**src/rtl/mlp_pkg.sv**
```systemverilog
// rtl/mlp_pkg.sv - shared types and default dimensions for the MLP datapath
package mlp_pkg;
  localparam int MLP_IN_DIM    = 64;
  localparam int MLP_DATA_W    = 8;
  localparam int MLP_NUM_NODES = 10;

  typedef enum logic [2:0] {
    S_IDLE,
    S_LOAD,
    S_START,
    S_WAIT,
    S_DRAIN,
    S_FIN
  } seq_state_t;
endpackage

```
**src/rtl/mlp_layer_sequencer_if.sv**
```systemverilog
// rtl/mlp_layer_sequencer_if.sv - sequencer <-> hidden_node handshake and ROM row select
interface mlp_layer_sequencer_if import mlp_pkg::*; #(
  parameter int DATA_W    = MLP_DATA_W,
  parameter int NUM_NODES = MLP_NUM_NODES
);
  localparam int AW = $clog2(NUM_NODES);

  logic              node_start;
  logic              node_done;
  logic [DATA_W-1:0] node_out;
  logic [AW-1:0]     row_addr;

  modport master (output node_start, output row_addr, input node_done, input node_out);
  modport slave  (input node_start, input row_addr, output node_done, output node_out);
endinterface

```
**src/rtl/argmax_tracker.sv**
```systemverilog
// rtl/argmax_tracker.sv - running maximum of sampled values; ties keep the earliest index
module argmax_tracker #(
  parameter int DATA_W = 8,
  parameter int AW     = 4
) (
  input  logic              clk,
  input  logic              rst_n,
  input  logic              clear,
  input  logic              sample,
  input  logic [DATA_W-1:0] din,
  input  logic [AW-1:0]     din_idx,
  output logic [AW-1:0]     best_idx
);
  logic [DATA_W-1:0] best_val_q, best_val_d;
  logic [AW-1:0]     best_idx_q, best_idx_d;

  always_comb begin
    best_val_d = best_val_q;
    best_idx_d = best_idx_q;
    if (clear) begin
      best_val_d = '0;
      best_idx_d = '0;
    end else if (sample && (din > best_val_q)) begin
      best_val_d = din;
      best_idx_d = din_idx;
    end
  end

  always_ff @(posedge clk) begin
    if (!rst_n) begin
      best_val_q <= '0;
      best_idx_q <= '0;
    end else begin
      best_val_q <= best_val_d;
      best_idx_q <= best_idx_d;
    end
  end

  assign best_idx = best_idx_q;
endmodule

```
**src/rtl/mlp_layer_sequencer.sv**
```systemverilog
// rtl/mlp_layer_sequencer.sv - steps one shared hidden_node through a layer; MLP_SEQ_ARGMAX_EN adds one-hot argmax
module mlp_layer_sequencer import mlp_pkg::*; #(
  parameter int IN_DIM    = MLP_IN_DIM,
  parameter int DATA_W    = MLP_DATA_W,
  parameter int NUM_NODES = MLP_NUM_NODES
) (
  input  logic                          clk,
  input  logic                          rst_n,
  input  logic                          run,
  mlp_layer_sequencer_if.master         node,
  output logic                          busy,
  output logic                          done,
  output logic [DATA_W*NUM_NODES-1:0]   act_vec,
  output logic [NUM_NODES-1:0]          class_onehot
);
  localparam int            AW   = $clog2(NUM_NODES);
  localparam logic [AW-1:0] LAST = AW'(NUM_NODES - 1);

  if (NUM_NODES < 2 || IN_DIM < 1) begin : g_bad_cfg
    $error("mlp_layer_sequencer: NUM_NODES must be >= 2 and IN_DIM >= 1");
  end

  seq_state_t                  state_q, state_d;
  logic [AW-1:0]               idx_q, idx_d;
  logic                        node_start_q, node_start_d;
  logic                        busy_q, busy_d;
  logic                        done_q, done_d;
  logic [DATA_W*NUM_NODES-1:0] act_q, act_d;
  logic                        accept, capture, drain_exit, last_exit;

  always_ff @(posedge clk) begin
    if (!rst_n) state_q <= S_IDLE;
    else        state_q <= state_d;
  end

  always_comb begin
    state_d = state_q;
    case (state_q)
      S_IDLE:  if (run) state_d = S_LOAD;
      S_LOAD:  state_d = S_START;
      S_START: state_d = S_WAIT;
      S_WAIT:  if (node.node_done) state_d = S_DRAIN;
      // node_done lingers one cycle past the node's DONE state, so wait for it to fall
      S_DRAIN: if (!node.node_done) state_d = (idx_q == LAST) ? S_FIN : S_LOAD;
      S_FIN:   state_d = S_IDLE;
      default: state_d = S_IDLE;
    endcase
  end

  always_comb begin
    accept     = (state_q == S_IDLE) && run;
    capture    = (state_q == S_WAIT) && node.node_done;
    drain_exit = (state_q == S_DRAIN) && !node.node_done;
    last_exit  = drain_exit && (idx_q == LAST);

    idx_d        = idx_q;
    act_d        = act_q;
    busy_d       = busy_q;
    node_start_d = (state_q == S_LOAD);
    done_d       = last_exit;

    if (accept) begin
      idx_d  = '0;
      act_d  = '0;
      busy_d = 1'b1;
    end
    if (capture) act_d[int'(idx_q)*DATA_W +: DATA_W] = node.node_out;
    if (drain_exit && !last_exit) idx_d = idx_q + 1'b1;
    if (state_q == S_FIN) busy_d = 1'b0;
  end

  always_ff @(posedge clk) begin
    if (!rst_n) begin
      idx_q        <= '0;
      node_start_q <= 1'b0;
      busy_q       <= 1'b0;
      done_q       <= 1'b0;
      act_q        <= '0;
    end else begin
      idx_q        <= idx_d;
      node_start_q <= node_start_d;
      busy_q       <= busy_d;
      done_q       <= done_d;
      act_q        <= act_d;
    end
  end

  assign node.node_start = node_start_q;
  assign node.row_addr   = idx_q;
  assign busy            = busy_q;
  assign done            = done_q;
  assign act_vec         = act_q;

`ifdef MLP_SEQ_ARGMAX_EN
  logic [AW-1:0]        best_idx;
  logic [NUM_NODES-1:0] class_q, class_d;

  argmax_tracker #(.DATA_W(DATA_W), .AW(AW)) u_argmax (
    .clk      (clk),
    .rst_n    (rst_n),
    .clear    (accept),
    .sample   (capture),
    .din      (node.node_out),
    .din_idx  (idx_q),
    .best_idx (best_idx)
  );

  always_comb begin
    class_d = class_q;
    if (accept)         class_d = '0;
    else if (last_exit) class_d = {{(NUM_NODES-1){1'b0}}, 1'b1} << best_idx;
  end

  always_ff @(posedge clk) begin
    if (!rst_n) class_q <= '0;
    else        class_q <= class_d;
  end

  assign class_onehot = class_q;
`else
  assign class_onehot = '0;
`endif
endmodule
```
**src/flat_wrapper.sv**
```systemverilog
// flat-port wrapper written by rule: the top's interface ports become plain ports
module mlp_layer_sequencer_flat import mlp_pkg::*;
#(
  parameter int IN_DIM    = MLP_IN_DIM,
  parameter int DATA_W    = MLP_DATA_W,
  parameter int NUM_NODES = MLP_NUM_NODES
)
  (clk, rst_n, run, busy, done, act_vec, class_onehot, node_node_start, node_row_addr, node_node_done, node_node_out);
  mlp_layer_sequencer_if #(.DATA_W(DATA_W), .NUM_NODES(NUM_NODES)) node_i ();
  input  logic clk;
  input  logic rst_n;
  input  logic run;
  output logic busy;
  output logic done;
  output logic [DATA_W*NUM_NODES-1:0] act_vec;
  output logic [NUM_NODES-1:0] class_onehot;
  output wire logic [$bits(node_i.node_start)-1:0] node_node_start;
  output wire logic [$bits(node_i.row_addr)-1:0] node_row_addr;
  input wire logic [$bits(node_i.node_done)-1:0] node_node_done;
  input wire logic [$bits(node_i.node_out)-1:0] node_node_out;
  assign node_node_start = node_i.node_start;
  assign node_row_addr = node_i.row_addr;
  assign node_i.node_done = node_node_done;
  assign node_i.node_out = node_node_out;
  mlp_layer_sequencer #(.IN_DIM(IN_DIM), .DATA_W(DATA_W), .NUM_NODES(NUM_NODES)) u_core (.clk(clk), .rst_n(rst_n), .run(run), .node(node_i), .busy(busy), .done(done), .act_vec(act_vec), .class_onehot(class_onehot));
endmodule
```
**config.mk**
```make
export PLATFORM = sky130hd
export DESIGN_NAME = mlp_layer_sequencer_flat
export DESIGN_NICKNAME = d
export VERILOG_FILES = /design/src/rtl/mlp_pkg.sv /design/src/rtl/mlp_layer_sequencer_if.sv /design/src/rtl/argmax_tracker.sv /design/src/rtl/mlp_layer_sequencer.sv /design/src/flat_wrapper.sv
export SDC_FILE = /design/constraint.sdc
export NUM_CORES = 1
export LEC_CHECK = 0
export ABC_CLOCK_PERIOD_IN_PS = 2800
export CAP_MARGIN = 30
export CORE_ASPECT_RATIO = 0.7
export CORE_MARGIN = 3
export CORE_UTILIZATION = 40
export CTS_BUF_LIST = sky130_fd_sc_hd__clkbuf_2
export DETAILED_ROUTE_END_ITERATION = 8
export PLACE_DENSITY = 0.69
export SYNTH_ARGS = -nofsm -noshare
export SYNTH_HDL_FRONTEND = slang
export SYNTH_HIERARCHICAL = 1
export SYNTH_SLANG_ARGS = --single-unit
```
**constraint.sdc**
```tcl
create_clock -name clk -period 2.8 [get_ports clk]
set_clock_uncertainty 0.05 [all_clocks]
set_input_delay 0.42 -clock clk [delete_from_list [all_inputs] [get_ports clk]]
set_output_delay 0.42 -clock clk [all_outputs]
set_load 0.05 [all_outputs]
```
=== Yosys cells after proc, flatten, opt, wreduce, memory -nomap -nowiden ===
Cells that the tools add are included.

* Memory bits (writable): 0
* Input bits: 12
* Bits in latches: 0
* Flip-flop bits (word level): 90
* Memories: 0
* Logic and storage cells: 41
* Output and inout port bits: 97
* Bits in read-only memories: 0

* Multiplexer cells: 10
* Shift operators: 2
* $add $sub $neg: 2
* Div/mod/pow operators: 0
* $mul: 0
* Bitwise logic cells: 1
* Magnitude comparators: 0
* Equality and inequality tests: 9
* Reduce and logical (&&, ||, !) cells: 11

{| class="wikitable"
|+ Operator list
! cell !! count
|-
| $mux W80 || 2
|-
| $bwmux W80 || 1
|-
| $shift A8 B33 Y80 const A || 1
|-
| $shiftx A8 B33 Y80 || 1
|-
| $neg A7 Y33 || 1
|-
| $pmux W3 S5 || 1
|-
| $mux W3 || 4
|-
| $mux W4 || 2
|-
| $eq A3 B2 Y1 const B || 2
|-
| $eq A3 B3 Y1 const B || 2
|-
| $ne A2 B2 Y1 const B || 3
|-
| $logic_and A1 B1 Y1 || 5
|-
| $add A4 B1 Y4 const B || 1
|-
| $eq A4 B4 Y1 const B || 1
|-
| $eq A3 B1 Y1 const B || 1
|-
| $logic_not A3 Y1 || 1
|-
| $reduce_and A3 Y1 || 1
|-
| $logic_not A1 Y1 || 2
|-
| $reduce_bool A2 Y1 || 1
|-
| $reduce_or A2 Y1 || 1
|-
| $not A1 Y1 || 1
|}

=== Longest topological paths before layout ===
Gate-level depths: netlist of the first run.

* Word-level depth: 6
* Depth in mapped cells: 8
* Mapped depth without buffers: 6

=== Least setup slack after synthesis of the first run ===
Ideal clock, no wire load.

* Kind: register -> register
* From: reg u_core.idx_q[0], in the netlist u_core/node.row_addr[0]
* To: reg u_core.act_q[16], in the netlist u_core/act_vec[16]
* Data arrival time: 2.189 ns
* Slack: 0.434 ns
* Cell stages (with the launch flop): 7
* Required time: 2.623 ns
* Library setup time: 0.127 ns
* Clock period less this slack: 2.366 ns
* Path buffers: 0
* Cell sequence: dfxtp_1 > inv_1 > ha_1 > or2_2 > o21ai_1 > nand4_2 > mux2i_1

* Cells in the longest elaborated chain, start to end: 4
* Elaborated cells on any way between the ends: 5
* Those cells by class: 1 x add/sub; 2 x shift; 2 x mux

{| class="wikitable"
|+ Ends and longest elaborated chain
! item !! line !! RTL
|-
| from (decl) || mlp_layer_sequencer.sv:24 || <nowiki>logic [AW-1:0] idx_q, idx_d;</nowiki>
|-
| from (signal assigned) || mlp_layer_sequencer.sv:80 || <nowiki>idx_q <= idx_d;</nowiki>
|-
| $neg A7 Y33 (*) || mlp_layer_sequencer.sv:67 || <nowiki>if (capture) act_d[int'(idx_q)*DATA_W +: DATA_W] = node.node_out;</nowiki>
|-
| $shiftx A8 B33 Y80 or $shift A8 B33 Y80 (tied branches) || mlp_layer_sequencer.sv:67 ||
|-
| $bwmux W80 (*) || mlp_layer_sequencer.sv:67 ||
|-
| $mux W80 (*) || mlp_layer_sequencer.sv:67 ||
|-
| to (signal assigned) || mlp_layer_sequencer.sv:84 || <nowiki>act_q <= act_d;</nowiki>
|-
| to (decl) || mlp_layer_sequencer.sv:28 || <nowiki>logic [DATA_W*NUM_NODES-1:0] act_q, act_d;</nowiki>
|}

Mark *: on every way between the ends. The rest lies on a longest branch, timed or not.
A chain may end at the register's enable or synchronous reset.

=== Worst setup path in the final report of the first run ===
* From: reg u_core.idx_q[2], in the netlist u_core/node.row_addr[2]
* To: out node_row_addr[2]

{| class="wikitable"
|+ RTL lines
! item !! line !! RTL
|-
| to (decl) || flat_wrapper.sv:18 || <nowiki>output wire logic [$bits(node_i.row_addr)-1:0] node_row_addr;</nowiki>
|}

No word-level cell between the ends.

==> impl_metrics.ini, run 1 <==
[synth]
syn_inst = 394
synth_cell_type_count = 45
synth-seq-cells = 90
synth_warnings = 6
avgSynthCellArea_um2 = 9.70
synth_edf_count = 0
async_reset_ff_frac = 0
netlist_area_mm2 = 0.00382
ys.flop_type = dfxtp_1
yosysSeqAreaShare = 0.472

[grt]
grt-ovfl-total = 0
grtUsageTotal = 0.178
grt_max_degree = 49
grt_pass1_vias = 2893
grt_first_pass_wirelength_mm = 14.8
antenna_found_initial = 0

[worst_setup_path]
endpoint_kind = primary output
critPathLaunchType = flop
crit_buf_inv = 1
cpPeakStageDelay_ps = 890
r2r-start = u_core/node.row_addr[0]
critical_path.startpoint = u_core/node.row_addr[2]
crit_type = flop to primary output
path_cells = clkdlybuf4s50_1
path_delay_family = buffers and inverters
cp.required_ps = 2330
cp.arrival_ps = 2050
cp_max_fo = 13
slowest_stage = clkdlybuf4s50_1

[floorplanning]
fp.dieH_um = 87.8
start_util = 0.416
ioPinCount = 109
die-area_mm2 = 0.0108
core.rowCount = 29
die_w_um = 123
core_mm2 = 0.00918

[pwr]
p_int_mw = 1.53
ir_drop_mv = 0.224
switching_share = 0.268
p_switching_mw = 0.562
total_power_mw = 2.09
power_density_mw_per_mm2 = 426
seqPwrFrac = 0.621
p_clk_frac = 0.307
p_comb_frac = 0.072
leakage_nw = 2.04

[detailed_routing]
post_drt_wl_per_cell_um = 15.5
routed_wirelength_mm = 9.51
vias = 3026
drt_iter0_markers = 154
detail-route-antenna-nets = 0
post-route-drc-count = 0
vias_per_cell = 4.92
drt_pass1_iterations = 4

[clocking]
clock_sinks = 90
clock_latency_ps = 540
clockBufferDepth = 2
h-tree-depth = 3
cts_root_buffer = clkbuf_2
cts.clk_slew.worst_paths_ps = 230
cts_tree = yes
cts_setup_buffers = 0
ctsHoldBuffers = 0
numCtsBuffers = 9
postCtsResizedCells = 0

[worst_hold_path]
hold_path.startpoint = u_core/act_vec[17]
hold_class = flop to flop

[sta]
hold_violations = 0
setup_ws_ps = 284
drv_slew = 0
finalCritPeriodShare = 0.899
relSlewSlack = 0.595
worst_pin_slew_ps = 607
setup_tns_ps = 0
fmax_ghz = 0.397
rsz0062_at_grt = false
finalCriticalPeriod_ps = 2520
setup_viol = 0

[place]
pre_cts_slack_ps = 326
placed_area_mm2 = 0.00480
dpl.hpwl_mm = 6.79
gp_congestion = 0.915
port-buffer-count = 98

[status]
status = finished, final reports clean

[final_layout]
layout_commonest_cell = nand2_1
final_cell_area_mm2 = 0.00491
drive_gt1_frac = 0.0672
fin_nets = 502
postLayoutCoreUtil = 0.535
diodes = 0
area_growth_pct = 28.6
layout_common_cells = nand2_1, clkdlybuf4s50_1, dfxtp_1

[run]
drv_cap = 0
[power groups by stage]
stage / logic (mW) / clock network (mW) / registers, mW
floorplan: 0.116 / 0 / 1.34
global placement: 0.148 / 0 / 1.32
detailed placement: 0.149 / 0 / 1.32
CTS: 0.150 / 0.669 / 1.30
global route: 0.159 / 0.724 / 1.30
finish: 0.150 / 0.643 / 1.30
[final timing paths]
check	slack [ps]	to	cells past startpoint
hold reg to reg	430	u_core/act_vec[17]	2
hold / removal	430	u_core/act_vec[17]	2
setup reg to reg	330	u_core/act_vec[59]	5
setup / recovery	280	node_row_addr[2]	1
[per-layer routing]
| layer | vias to the layer above | part of all wire | GRT usage |
|---|---|---|---|
| li1 | 1490 | - | - |
| met1 | 1422 | 0.51 | 0.249 |
| met2 | 101 | 0.41 | 0.259 |
| met3 | 13 | 0.072 | 0.0633 |
| met4 | 0 | 0.013 | 0.0518 |
| met5 | - | 0 | 0 |
[logic make-up (layout without fill, tap and decap cells)]
group           count (synthesis)  count (layout)  share of synthesized area
simple gates                  163             163                      0.202
flops                          90              90                      0.472
mux                            80              80                      0.210
buf+inv                        37             125                     0.0665
compound gates                 17              17                     0.0318
fa+ha+maj                       4               4                     0.0131
xor+xnor                        2               2                    0.00459
other cells                     1              10                   0.000982
[area by class of cell]
| class | count | area, um^2 |
|---|---|---|
| clock inverter | 7 | 70.1 |
| fill | 857 | 4270 |
| inverter | 6 | 22.5 |
| sequential | 90 | 1800 |
| timing repair buffer | 103 | 1020 |
| tap | 124 | 155 |
| multi-input combinational | 276 | 1800 |
| clock buffer | 9 | 45.0 |
[registers in the layout, indices dropped and copies added, names as in the netlist]
name and count:
u_core/act_vec 80, u_core/busy 1, u_core/done 1, u_core/node.node_start 1
u_core/node.row_addr 4, u_core/state_q 3
[metrics by stage]
stage / std cells / hold slack [ps]
final: 615 / 425
after global routing: 615 / 450
after CTS: 615 / 429
after detailed placement: 599 / 399
after global placement: 599 / 392
after floorplan: 403 / 451
[cell usage after synthesis, types with 4 or more instances]
cell	number	area, um^2
buf_4	11	82.6
buf_2	4	20.0
nor2_1	6	22.5
nand2_1	115	432
and2_1	4	25.0
ha_1	4	50.1
inv_1	6	22.5
nand3_1	7	35.0
buf_6	9	101
dfxtp_1	90	1800
and3_1	5	31.3
mux2i_1	80	801
Power figures use the tool's default switching activity.
==> run 2: changes to the inputs <==
Settings changed: CAP_MARGIN 30 to 20.
==> results of run 2 <==
No change in the layout: final DEF, timing and power equal those of run 1.
